### src/rtl/clock_pkg.sv
// clock_pkg: shared types and constants for the CPU clock generator.
//   clk_state_e  - phase FSM states (low phase, high phase, latched halt)
//   MODE_MANUAL  - slide-switch level selecting single-step mode
//   MODE_AUTO    - slide-switch level selecting free-running mode
package clock_pkg;

    typedef enum logic [1:0] {
        CLK_LOW    = 2'd0,
        CLK_HIGH   = 2'd1,
        CLK_HALTED = 2'd2
    } clk_state_e;

    localparam logic MODE_MANUAL = 1'b0;
    localparam logic MODE_AUTO   = 1'b1;

endpackage

### src/rtl/clock_gen_if.sv
// clock_gen_if: board/control-side signals of the CPU clock generator.
//   mode          raw slide switch (1 = auto, 0 = manual), asynchronous
//   manual_toggle raw push button (1 = pressed), asynchronous and bouncy
//   halt          halt request from the control unit, sys_clk domain
//   div           auto-mode half-period in sys_clk cycles (0 acts as 1)
//   cpu_clk       registered CPU clock
//   cpu_rise      one-cycle pulse in the first cycle cpu_clk is high
//   halted        generator latched in the halted state
//   cycle_count   cpu_clk rising edges since reset, wrapping
// The generator connects through the slave modport; whoever drives the
// switches and halt uses the master modport.
interface clock_gen_if #(
    parameter int DIV_WIDTH   = 24,
    parameter int COUNT_WIDTH = 16
);
    logic                   mode;
    logic                   manual_toggle;
    logic                   halt;
    logic [DIV_WIDTH-1:0]   div;
    logic                   cpu_clk;
    logic                   cpu_rise;
    logic                   halted;
    logic [COUNT_WIDTH-1:0] cycle_count;

    modport master (
        output mode, manual_toggle, halt, div,
        input  cpu_clk, cpu_rise, halted, cycle_count
    );

    modport slave (
        input  mode, manual_toggle, halt, div,
        output cpu_clk, cpu_rise, halted, cycle_count
    );
endinterface

### src/rtl/debouncer.sv
// debouncer: 2-FF synchroniser followed by a stability counter.
//   sys_clk  system clock
//   rst      synchronous active-high reset (stable output resets to 0)
//   raw      asynchronous, possibly bouncing input
//   stable   debounced level; flips only after CYCLES consecutive cycles in
//            which the synchronised input disagrees with it
module debouncer #(
    parameter int CYCLES = 270000
) (
    input  logic sys_clk,
    input  logic rst,
    input  logic raw,
    output logic stable
);
    // Counter only has to reach CYCLES-1 before the output flips.
    localparam int CW = (CYCLES > 1) ? $clog2(CYCLES) : 1;
    localparam logic [CW-1:0] LAST = CW'(CYCLES - 1);

    logic          sync1;
    logic          sync2;
    logic [CW-1:0] cnt;

    always_ff @(posedge sys_clk) begin
        if (rst) begin
            sync1  <= 1'b0;
            sync2  <= 1'b0;
            cnt    <= '0;
            stable <= 1'b0;
        end else begin
            sync1 <= raw;
            sync2 <= sync1;
            if (sync2 == stable) begin
                cnt <= '0;
            end else if (cnt == LAST) begin
                // This edge closes the CYCLES-th disagreeing cycle.
                stable <= sync2;
                cnt    <= '0;
            end else begin
                cnt <= cnt + CW'(1);
            end
        end
    end
endmodule

### src/rtl/clock_gen.sv
// clock_gen: CPU clock generator derived from sys_clk.
//   sys_clk  system clock, the only clock
//   rst      synchronous active-high reset
//   bus      clock_gen_if slave modport: mode, manual_toggle, halt, div in;
//            cpu_clk, cpu_rise, halted, cycle_count out
// Auto mode produces a 50 % duty clock of half-period max(div,1); manual
// mode follows the debounced push button. Mode changes are accepted only in
// the low phase, so a high phase is never truncated. A halt request is held
// until the next point where the clock would rise, and then parks the
// generator in HALTED until reset.
module clock_gen
    import clock_pkg::*;
#(
    parameter int DIV_WIDTH       = 24,
    parameter int DEBOUNCE_CYCLES = 270000,
    parameter int COUNT_WIDTH     = 16
) (
    input logic        sys_clk,
    input logic        rst,
    clock_gen_if.slave bus
);
    function automatic logic [DIV_WIDTH-1:0] div_sat(input logic [DIV_WIDTH-1:0] d);
        return (d == '0) ? DIV_WIDTH'(1) : d;
    endfunction

    logic                   mode_db;
    logic                   btn_db;
    logic                   btn_prev;
    logic                   btn_rise;
    logic                   mode_q;
    logic                   halt_pend;
    logic                   halt_req;
    logic                   phase_done;
    logic                   cnt_clr;
    logic                   mode_load;
    logic                   rise_evt;
    logic                   cpu_rise;
    logic [DIV_WIDTH-1:0]   cnt;
    logic [DIV_WIDTH-1:0]   div_eff;
    logic [COUNT_WIDTH-1:0] cycle_count;
    clk_state_e             state;
    clk_state_e             state_nxt;

    debouncer #(.CYCLES(DEBOUNCE_CYCLES)) u_mode_db (
        .sys_clk (sys_clk),
        .rst     (rst),
        .raw     (bus.mode),
        .stable  (mode_db)
    );

    debouncer #(.CYCLES(DEBOUNCE_CYCLES)) u_btn_db (
        .sys_clk (sys_clk),
        .rst     (rst),
        .raw     (bus.manual_toggle),
        .stable  (btn_db)
    );

    // Edge detect on the debounced level: a button already held when the
    // switch moves to manual never shows up as a rise.
    assign btn_rise   = btn_db & ~btn_prev;
    // A halt pulse seen during the high phase must still stop the next rise.
    assign halt_req   = bus.halt | halt_pend;
    assign phase_done = (cnt == div_eff - DIV_WIDTH'(1));
    assign rise_evt   = (state == CLK_LOW) && (state_nxt == CLK_HIGH);

    always_comb begin
        state_nxt = state;
        cnt_clr   = 1'b0;
        mode_load = 1'b0;
        case (state)
            CLK_LOW: begin
                if (mode_db != mode_q) begin
                    // New mode starts a fresh low phase; this cycle's trigger is dropped.
                    mode_load = 1'b1;
                    cnt_clr   = 1'b1;
                end else if ((mode_q == MODE_AUTO && phase_done) ||
                             (mode_q == MODE_MANUAL && btn_rise)) begin
                    cnt_clr   = 1'b1;
                    state_nxt = halt_req ? CLK_HALTED : CLK_HIGH;
                end
            end
            CLK_HIGH: begin
                if ((mode_q == MODE_AUTO && phase_done) ||
                    (mode_q == MODE_MANUAL && !btn_db)) begin
                    cnt_clr   = 1'b1;
                    state_nxt = CLK_LOW;
                end
            end
            CLK_HALTED: state_nxt = CLK_HALTED;
            default:    state_nxt = CLK_LOW;
        endcase
    end

    always_ff @(posedge sys_clk) begin
        if (rst) begin
            state       <= CLK_LOW;
            cnt         <= '0;
            div_eff     <= div_sat(bus.div);
            mode_q      <= MODE_MANUAL;
            halt_pend   <= 1'b0;
            btn_prev    <= 1'b0;
            cpu_rise    <= 1'b0;
            cycle_count <= '0;
        end else begin
            state     <= state_nxt;
            btn_prev  <= btn_db;
            halt_pend <= halt_req;
            cpu_rise  <= rise_evt;
            if (mode_load) begin
                mode_q <= mode_db;
            end
            // Every phase entry samples div, so a new value applies from the next boundary.
            if (cnt_clr) begin
                cnt     <= '0;
                div_eff <= div_sat(bus.div);
            end else if (mode_q == MODE_AUTO && state != CLK_HALTED) begin
                cnt <= cnt + DIV_WIDTH'(1);
            end
            if (rise_evt) begin
                cycle_count <= cycle_count + COUNT_WIDTH'(1);
            end
        end
    end

    assign bus.cpu_clk     = (state == CLK_HIGH);
    assign bus.halted      = (state == CLK_HALTED);
    assign bus.cpu_rise    = cpu_rise;
    assign bus.cycle_count = cycle_count;
endmodule

### src/flat_wrapper.sv
// flat-port wrapper written by rule: the top's interface ports become plain ports
module clock_gen_flat import clock_pkg::*;
#(
    parameter int DIV_WIDTH       = 24,
    parameter int DEBOUNCE_CYCLES = 270000,
    parameter int COUNT_WIDTH     = 16
)
  (sys_clk, rst, bus_mode, bus_manual_toggle, bus_halt, bus_div, bus_cpu_clk, bus_cpu_rise, bus_halted, bus_cycle_count);
  clock_gen_if #(.DIV_WIDTH(DIV_WIDTH), .COUNT_WIDTH(COUNT_WIDTH)) bus_i ();
  input logic sys_clk;
  input logic rst;
  input wire logic [$bits(bus_i.mode)-1:0] bus_mode;
  input wire logic [$bits(bus_i.manual_toggle)-1:0] bus_manual_toggle;
  input wire logic [$bits(bus_i.halt)-1:0] bus_halt;
  input wire logic [$bits(bus_i.div)-1:0] bus_div;
  output wire logic [$bits(bus_i.cpu_clk)-1:0] bus_cpu_clk;
  output wire logic [$bits(bus_i.cpu_rise)-1:0] bus_cpu_rise;
  output wire logic [$bits(bus_i.halted)-1:0] bus_halted;
  output wire logic [$bits(bus_i.cycle_count)-1:0] bus_cycle_count;
  assign bus_i.mode = bus_mode;
  assign bus_i.manual_toggle = bus_manual_toggle;
  assign bus_i.halt = bus_halt;
  assign bus_i.div = bus_div;
  assign bus_cpu_clk = bus_i.cpu_clk;
  assign bus_cpu_rise = bus_i.cpu_rise;
  assign bus_halted = bus_i.halted;
  assign bus_cycle_count = bus_i.cycle_count;
  clock_gen #(.DIV_WIDTH(DIV_WIDTH), .DEBOUNCE_CYCLES(DEBOUNCE_CYCLES), .COUNT_WIDTH(COUNT_WIDTH)) u_core (.sys_clk(sys_clk), .rst(rst), .bus(bus_i));
endmodule
### config.mk
export PLATFORM = sky130hd
export DESIGN_NAME = clock_gen_flat
export DESIGN_NICKNAME = d
export VERILOG_FILES = /design/src/rtl/clock_pkg.sv /design/src/rtl/clock_gen_if.sv /design/src/rtl/debouncer.sv /design/src/rtl/clock_gen.sv /design/src/flat_wrapper.sv
export SDC_FILE = /design/constraint.sdc
export NUM_CORES = 1
export LEC_CHECK = 0
export ABC_AREA = 1
export BUFFER_PORTS_ARGS = -buffer_cell sky130_fd_sc_hd__buf_2
export CELL_PAD_IN_SITES_DETAIL_PLACEMENT = 0
export CELL_PAD_IN_SITES_GLOBAL_PLACEMENT = 2
export CORE_AREA = 2 2 161 163
export CTS_CLUSTER_SIZE = 10
export DETAILED_ROUTE_END_ITERATION = 12
export DIE_AREA = 0 0 163 165
export GPL_TIMING_DRIVEN = 0
export HOLD_SLACK_MARGIN = 0.02
export PLACE_DENSITY = 0.61
export SLEW_MARGIN = 20
export SYNTH_ARGS = -nofsm -noshare
export SYNTH_HDL_FRONTEND = slang
export SYNTH_SLANG_ARGS = --single-unit
### constraint.sdc
create_clock -name sys_clk -period 4.9 [get_ports sys_clk]
set_input_delay 0.49 -clock sys_clk [delete_from_list [all_inputs] [get_ports sys_clk]]
set_output_delay 0.49 -clock sys_clk [all_outputs]
set_load 0.01 [all_outputs]
### After elaboration in Yosys (flattened, before gate mapping)

Cells that the tools add are included.

| operators by class | value |
|---|---|
| add/subtract/negate cells | 5 |
| eq/ne operators | 10 |
| multiplexer cells | 14 |
| bitwise logic cells | 6 |
| reduce and logical (&&, ||, !) cells | 16 |

Operator list:

| kind | number |
|---|---|
| two-way mux 24 bit | 3 |
| adder 19 x 1 -> 19 bit, second input constant | 2 |
| equality test 19 bit, second input constant | 2 |
| adder 24 x 1 -> 24 bit, second input constant | 1 |
| equality test 24 bit | 1 |
| zero test 24 bit | 1 |
| subtractor 24 x 1 -> 24 bit, second input constant | 1 |
| adder 16 x 1 -> 16 bit, second input constant | 1 |
| two-way mux 2 bit | 4 |
| one-hot mux 2 bit (3 select lines) | 1 |
| OR reduction 3 bit | 2 |
| logical AND 1 bit | 5 |
| two-way mux 1 bit | 5 |
| equality test 2 x 1 -> 1 bit, second input constant | 2 |
| inverter 1 bit | 4 |
| AND reduction 2 bit | 2 |
| equality test 1 bit | 2 |
| equality test 2 bit, second input constant | 1 |
| zero test 2 bit | 1 |
| logical OR 1 bit | 2 |
| inequality test 2 bit, second input constant | 1 |
| one-hot mux 1 bit (2 select lines) | 1 |
| nonzero test 2 bit | 1 |
| OR reduction 2 bit | 1 |
| other kinds (4) | 4 |

| word-level totals | value |
|---|---|
| flip-flop bits (word level) | 114 |

### Depth between registers and ports, before layout

| depth | value |
|---|---|
| depth in word-level cells | 9 |
| gate-level depth with buffers | 20 |
| depth with buffers taken out | 19 |

### Cells and area by module

A second synthesis with hierarchy kept.

| second synthesis, totals | value |
|---|---|
| cells, all modules | 886 |
| area, all modules | 6552.5 µm² |

By module, submodules not included:

| module | instances | cells each | area each (µm²) | seq. area each (µm²) |
|---|---|---|---|---|
| clock_gen | 1 | 590 | 4162.7 | 1641.6 |
| debouncer | 2 | 148 | 1194.9 | 440.4 |

### Worst setup path before layout

OpenSTA, ideal clock, no wires.

| timing path | value |
|---|---|
| kind | reg-to-reg |
| from | reg u_core.div_eff[0] |
| to | reg u_core.div_eff[0] (enable) |
| setup time | 0.327 ns |
| data arrival time | 2.196 ns |
| data required time | 4.573 ns |
| path slack | 2.376 ns |
| cell stages (with the launch flop) | 18 |
| period minus slack after synthesis | 2.524 ns |
| cell sequence | edfxtp_1 > inv_1 > ha_1 > nand2_1 > nor2_2 > nand3_1 > nand3_1 > nand2_1 > nor2_1 > nand2_1 > nor2_1 > nand2_1 > nor2_1 > nor2_1 > nor2_2 > nand2_2 > nand2_4 > buf_6 |

| on the way | value |
|---|---|
| longest elaborated chain between the ends | 8 |
| elaborated cells on any way between the ends | 10 |
| classes of those cells | add/sub: 1; eq/ne: 1; mux: 4; reduce/logical: 4 |

RTL lines:

| item | line | RTL |
|---|---|---|
| start, declared | clock_gen.sv:39 | `logic [DIV_WIDTH-1:0] div_eff;` |
| start signal, assigned | clock_gen.sv:98 | `div_eff <= div_sat(bus.div);` |
| start signal, assigned | clock_gen.sv:115 | `div_eff <= div_sat(bus.div);` |
| subtractor 24 x 1 -> 24 bit * | clock_gen.sv:63 | `assign phase_done = (cnt == div_eff - DIV_WIDTH'(1));` |
| equality test 24 bit * | clock_gen.sv:63 |  |
| logical AND 1 bit * | clock_gen.sv:76, clock_gen.sv:83 |  |
| logical OR 1 bit | clock_gen.sv:76 | `end else if ((mode_q == MODE_AUTO && phase_done) \|\|` |
| two-way mux 1 bit | clock_gen.sv:76 |  |
| two-way mux 1 bit | clock_gen.sv:72 | `if (mode_db != mode_q) begin` |
| one-hot mux 1 bit (2 select lines) * | clock_gen.sv:70 | `case (state)` |
| nonzero test 2 bit (no line) * | - |  |

Mark *: on every way between the ends. The rest lies on a longest branch, timed or not.
A chain may end at the register's enable or synchronous reset.

### Worst setup path in the final report

| timing path | value |
|---|---|
| from | reg u_core.div_eff[0] |
| to | reg u_core.div_eff[20] (enable) |

Same word-level chain as after synthesis.

==> flow_summary.json <==
{
  "status": "finished clean",
  "worst-path-buf-inv": 2,
  "grt_pass1_wl_mm": 27.59,
  "p_per_area_nw_per_um2": 316.4,
  "clockPowerShare_pct": 53.9,
  "clock-sinks": 114,
  "dp.final_hpwl_mm": 13.07,
  "p_seq_share_pct": 41.8,
  "grt_max_degree": 34,
  "fin_skew_ns": 0.01309,
  "insertion_delay_ns": 0.42,
  "fmax_mhz": 295.1,
  "hp-class": "in -> reg",
  "cp-start-kind": "flop",
  "synth_cells": 862,
  "vias": 5349,
  "pin_count": 48,
  "layout-drive-gt1-share_pct": 14.57,
  "holdPathStages": 3,
  "drtIter0Drc": 224,
  "crit_type": "reg -> reg",
  "cp_max_fo": 33,
  "cp_data_required_time_ns": 4.98,
  "rsz0062_at_grt": "no",
  "cts_setup_buffers": 0,
  "synth_seq_cells": 114,
  "final_antenna_net_count": 0,
  "routed_wl_mm": 16.67,
  "worst_slew_pin_slew_ns": 0.6974,
  "placed_cells": 1238,
  "grt_util_all_layers_pct": 13.31,
  "yosys-top-cells-area": "dfxtp_1, edfxtp_1, nand2_1",
  "power_frac_comb_pct": 4.3,
  "cp.arrival_ns": 3.47,
  "synth_flop_cell": "dfxtp_1",
  "synth-seq-area-share_pct": 40.49,
  "cts-root-buf": "clkbuf_16",
  "final_cells": 1270,
  "drv_cap": 0,
  "portBuffers": 46,
  "hold_path_end": "u_core.u_mode_db.sync1",
  "syn_to_final_growth_pct": 20.00,
  "cts_made_buffers": 17,
  "switchingPower_uw": 577.3,
  "grt-ovfl-total": 0,
  "avgSynthCellArea_sq_um": 7.227,
  "worstHoldStart": "bus_mode",
  "n_antenna_cell": 0,
  "cts_resized": 0,
  "critPathTopFamily": "simple AND/OR/NAND/NOR gates",
  "ir_drop_mv": 0.1985,
  "relSlewSlack_pct": 53.25,
  "switching_share_pct": 24.40,
  "rr_startpoint": "u_core.div_eff[0]",
  "cts_hold_buf": 0,
  "synthesis.nets": 896,
  "clk_pin_slew_ns": 0.06,
  "clock_path_buffers": 2,
  "r2r.worst_path.cells": 17,
  "initial_core_util_pct": 24.88,
  "num_rows": 58,
  "die_y_microns": 165,
  "path_depth": 17,
  "first_pass_iters": 4,
  "core_area_sq_um": 25040,
  "synth_top_cell_by_area": "dfxtp_1",
  "min_period_ns": 3.389,
  "reg2reg_to": "u_core.div_eff[20]",
  "syn-cell-area_sq_um": 6230,
  "final-setup-viol-count": 0,
  "antenna_found_initial": 0,
  "cts_tree": "done",
  "worstPathCellList": "inv_1 -> ha_1 -> nand2_1 -> nor2_2 -> nand3_1 -> nand3_1 -> nand2_1 -> nor2_1 -> nand2_1 -> nor2_1 -> nand2_1 -> nor2_1 -> nor2_1 -> nor2_2 -> nand2_2 -> nand2_4 -> buf_6",
  "via_per_inst": 4.212,
  "endpoint_kind": "flop",
  "finalHoldViolations": 0,
  "synth_cell_types": 39,
  "die_w_microns": 163,
  "regToRegSetupSlack_ns": 1.51,
  "cpPeakStageDelay_ns": 0.43,
  "cts_max_level": 4,
  "drv_slew": 0,
  "critical-path-slowest-cell": "edfxtp_1",
  "place.gp.congestion": 0.7509,
  "drc": 0,
  "wl_per_cell_microns": 13.12,
  "synth_top_area_share_pct": 28.92,
  "yosys_warnings": 0,
  "fin_util_pct": 29.86,
  "fin_setup_tns_ns": 0,
  "die_area_sq_um": 26900,
  "synth_edf_count": 24,
  "p_leak_nw": 2.930,
  "internal-power_mw": 1.788,
  "ys_async_sr_fraction_pct": 0,
  "period_share_pct": 69.16,
  "first_global_vias": 5262,
  "nNetsFinal": 961,
  "holdWs_ns": 0.2751
}
-- logic make-up (layout without fill, tap and decap cells) --
group | Yosys count | after routing | share of synthesized area (%)
buf+inv | 143 | 221 | 9.138
flops | 114 | 114 | 40.49
compound gates | 64 | 64 | 5.624
simple gates | 482 | 482 | 36.15
fa+ha+maj | 5 | 5 | 1.004
xor+xnor | 54 | 54 | 7.592
-- worst max-delay path by stage --
stage	startpoint	slack (ns)	to
final	u_core.div_eff[0]	1.51	u_core.div_eff[20]
after global placement	u_core.div_eff[0]	1.41	u_core.div_eff[12]
after global routing	u_core.div_eff[0]	1.11	u_core.div_eff[19]
after detailed placement	u_core.div_eff[0]	1.40	u_core.div_eff[12]
after floorplan	u_core.div_eff[0]	2.38	u_core.div_eff[0]
after CTS	u_core.div_eff[0]	1.38	u_core.div_eff[19]
-- placed cells by master (no fill, tap or decap), drive strengths merged --
cell type,Yosys,routed
ha,5,5
nand3,81,81
clkbuf,28,48
nor3,28,28
o21bai,2,2
a41oi,1,1
or2,2,2
a211oi,1,1
xor2,37,37
edfxtp,24,24
xnor2,17,17
nor4,8,8
o21ai,15,15
o41ai,1,1
nand4,19,19
bufinv,0,1
a31oi,1,1
a21o,1,1
buf,6,52
nor2,141,141
inv,109,115
nand2,194,194
a21oi,39,39
o21a,3,3
dfxtp,90,90
nand3b,1,1
clkinv,0,2
nor3b,8,8
clkinvlp,0,3
-- power by group through the flow --
stage / Sequential, mW / Combinational (mW) / Clock [mW]
final: 0.990 / 0.101 / 1.27
after global routing: 0.991 / 0.118 / 1.36
after CTS: 0.990 / 0.105 / 1.31
after detailed placement: 1.01 / 0.105 / 0
after global placement: 1.01 / 0.105 / 0
after floorplan: 1.00 / 0.0686 / 0
-- cells in the mapped netlist (3+ instances only) --
cell type,number
nor3_1,25
ha_1,5
nor4_1,7
xnor2_1,17
nor2_2,27
inv_1,107
nor3b_1,8
nand4_1,18
xor2_1,37
nand2_1,184
o21ai_0,14
buf_6,4
nand3_1,80
dfxtp_1,90
nor3_2,3
edfxtp_1,24
nor2_1,109
o21a_1,3
nand2_4,4
a21oi_1,38
clkbuf_1,28
nor2_4,4
nand2_2,6
-- routing by layer --
metal  vias to the layer above  routed length (microns)  part of all wire [%]  GRT usage, %
met1                      2391                     8353                    50         17.63
met5                         -                        0                     0             0
met4                         0                      246                   1.5         4.465
li1                       2886                        -                     -             -
met2                        57                     7657                    46         21.63
met3                        15                      410                   2.5         2.712
-- state kept, by name, indices dropped and copies added, names as in the netlist --
name                     count
u_core.cnt                  24
u_core.div_eff              24
u_core.u_btn_db.cnt         19
u_core.u_mode_db.cnt        19
u_core.bus.cycle_count      16
u_core.state                 2
u_core.btn_prev              1
u_core.bus.cpu_rise          1
u_core.halt_pend             1
u_core.mode_q                1
u_core.u_btn_db.stable       1
u_core.u_btn_db.sync1        1
u_core.u_btn_db.sync2        1
u_core.u_mode_db.stable      1
u_core.u_mode_db.sync1       1
u_core.u_mode_db.sync2       1
-- area by class of cell --
type / count / area, sq um
multi-input cells: 605 / 3138
repair buffers: 46 / 230.2
clock inverters: 12 / 113.9
fillers: 2775 / 17560
inverters: 109 / 409.1
well taps: 330 / 412.9
flip-flops and latches: 114 / 2522
clock buffers: 20 / 489.2
plain buffers: 34 / 160.2
-- per-stage QoR --
step / worst slack, ns / cell area (sq um) / power [mW]
global placement: 1.408 / 6873 / 1.116
floorplan: 2.376 / 6230 / 1.073
global route: 1.113 / 7476 / 2.473
detailed placement: 1.401 / 6873 / 1.115
CTS: 1.381 / 7476 / 2.409
finish: 1.511 / 7476 / 2.365
-- tightest hold or removal path, cell delays in order --
cell and delay, ns:
buf_2 0.07, inv_1 0.03, nor2_1 0.07
Note: power is estimated with default switching activity, not from simulation.
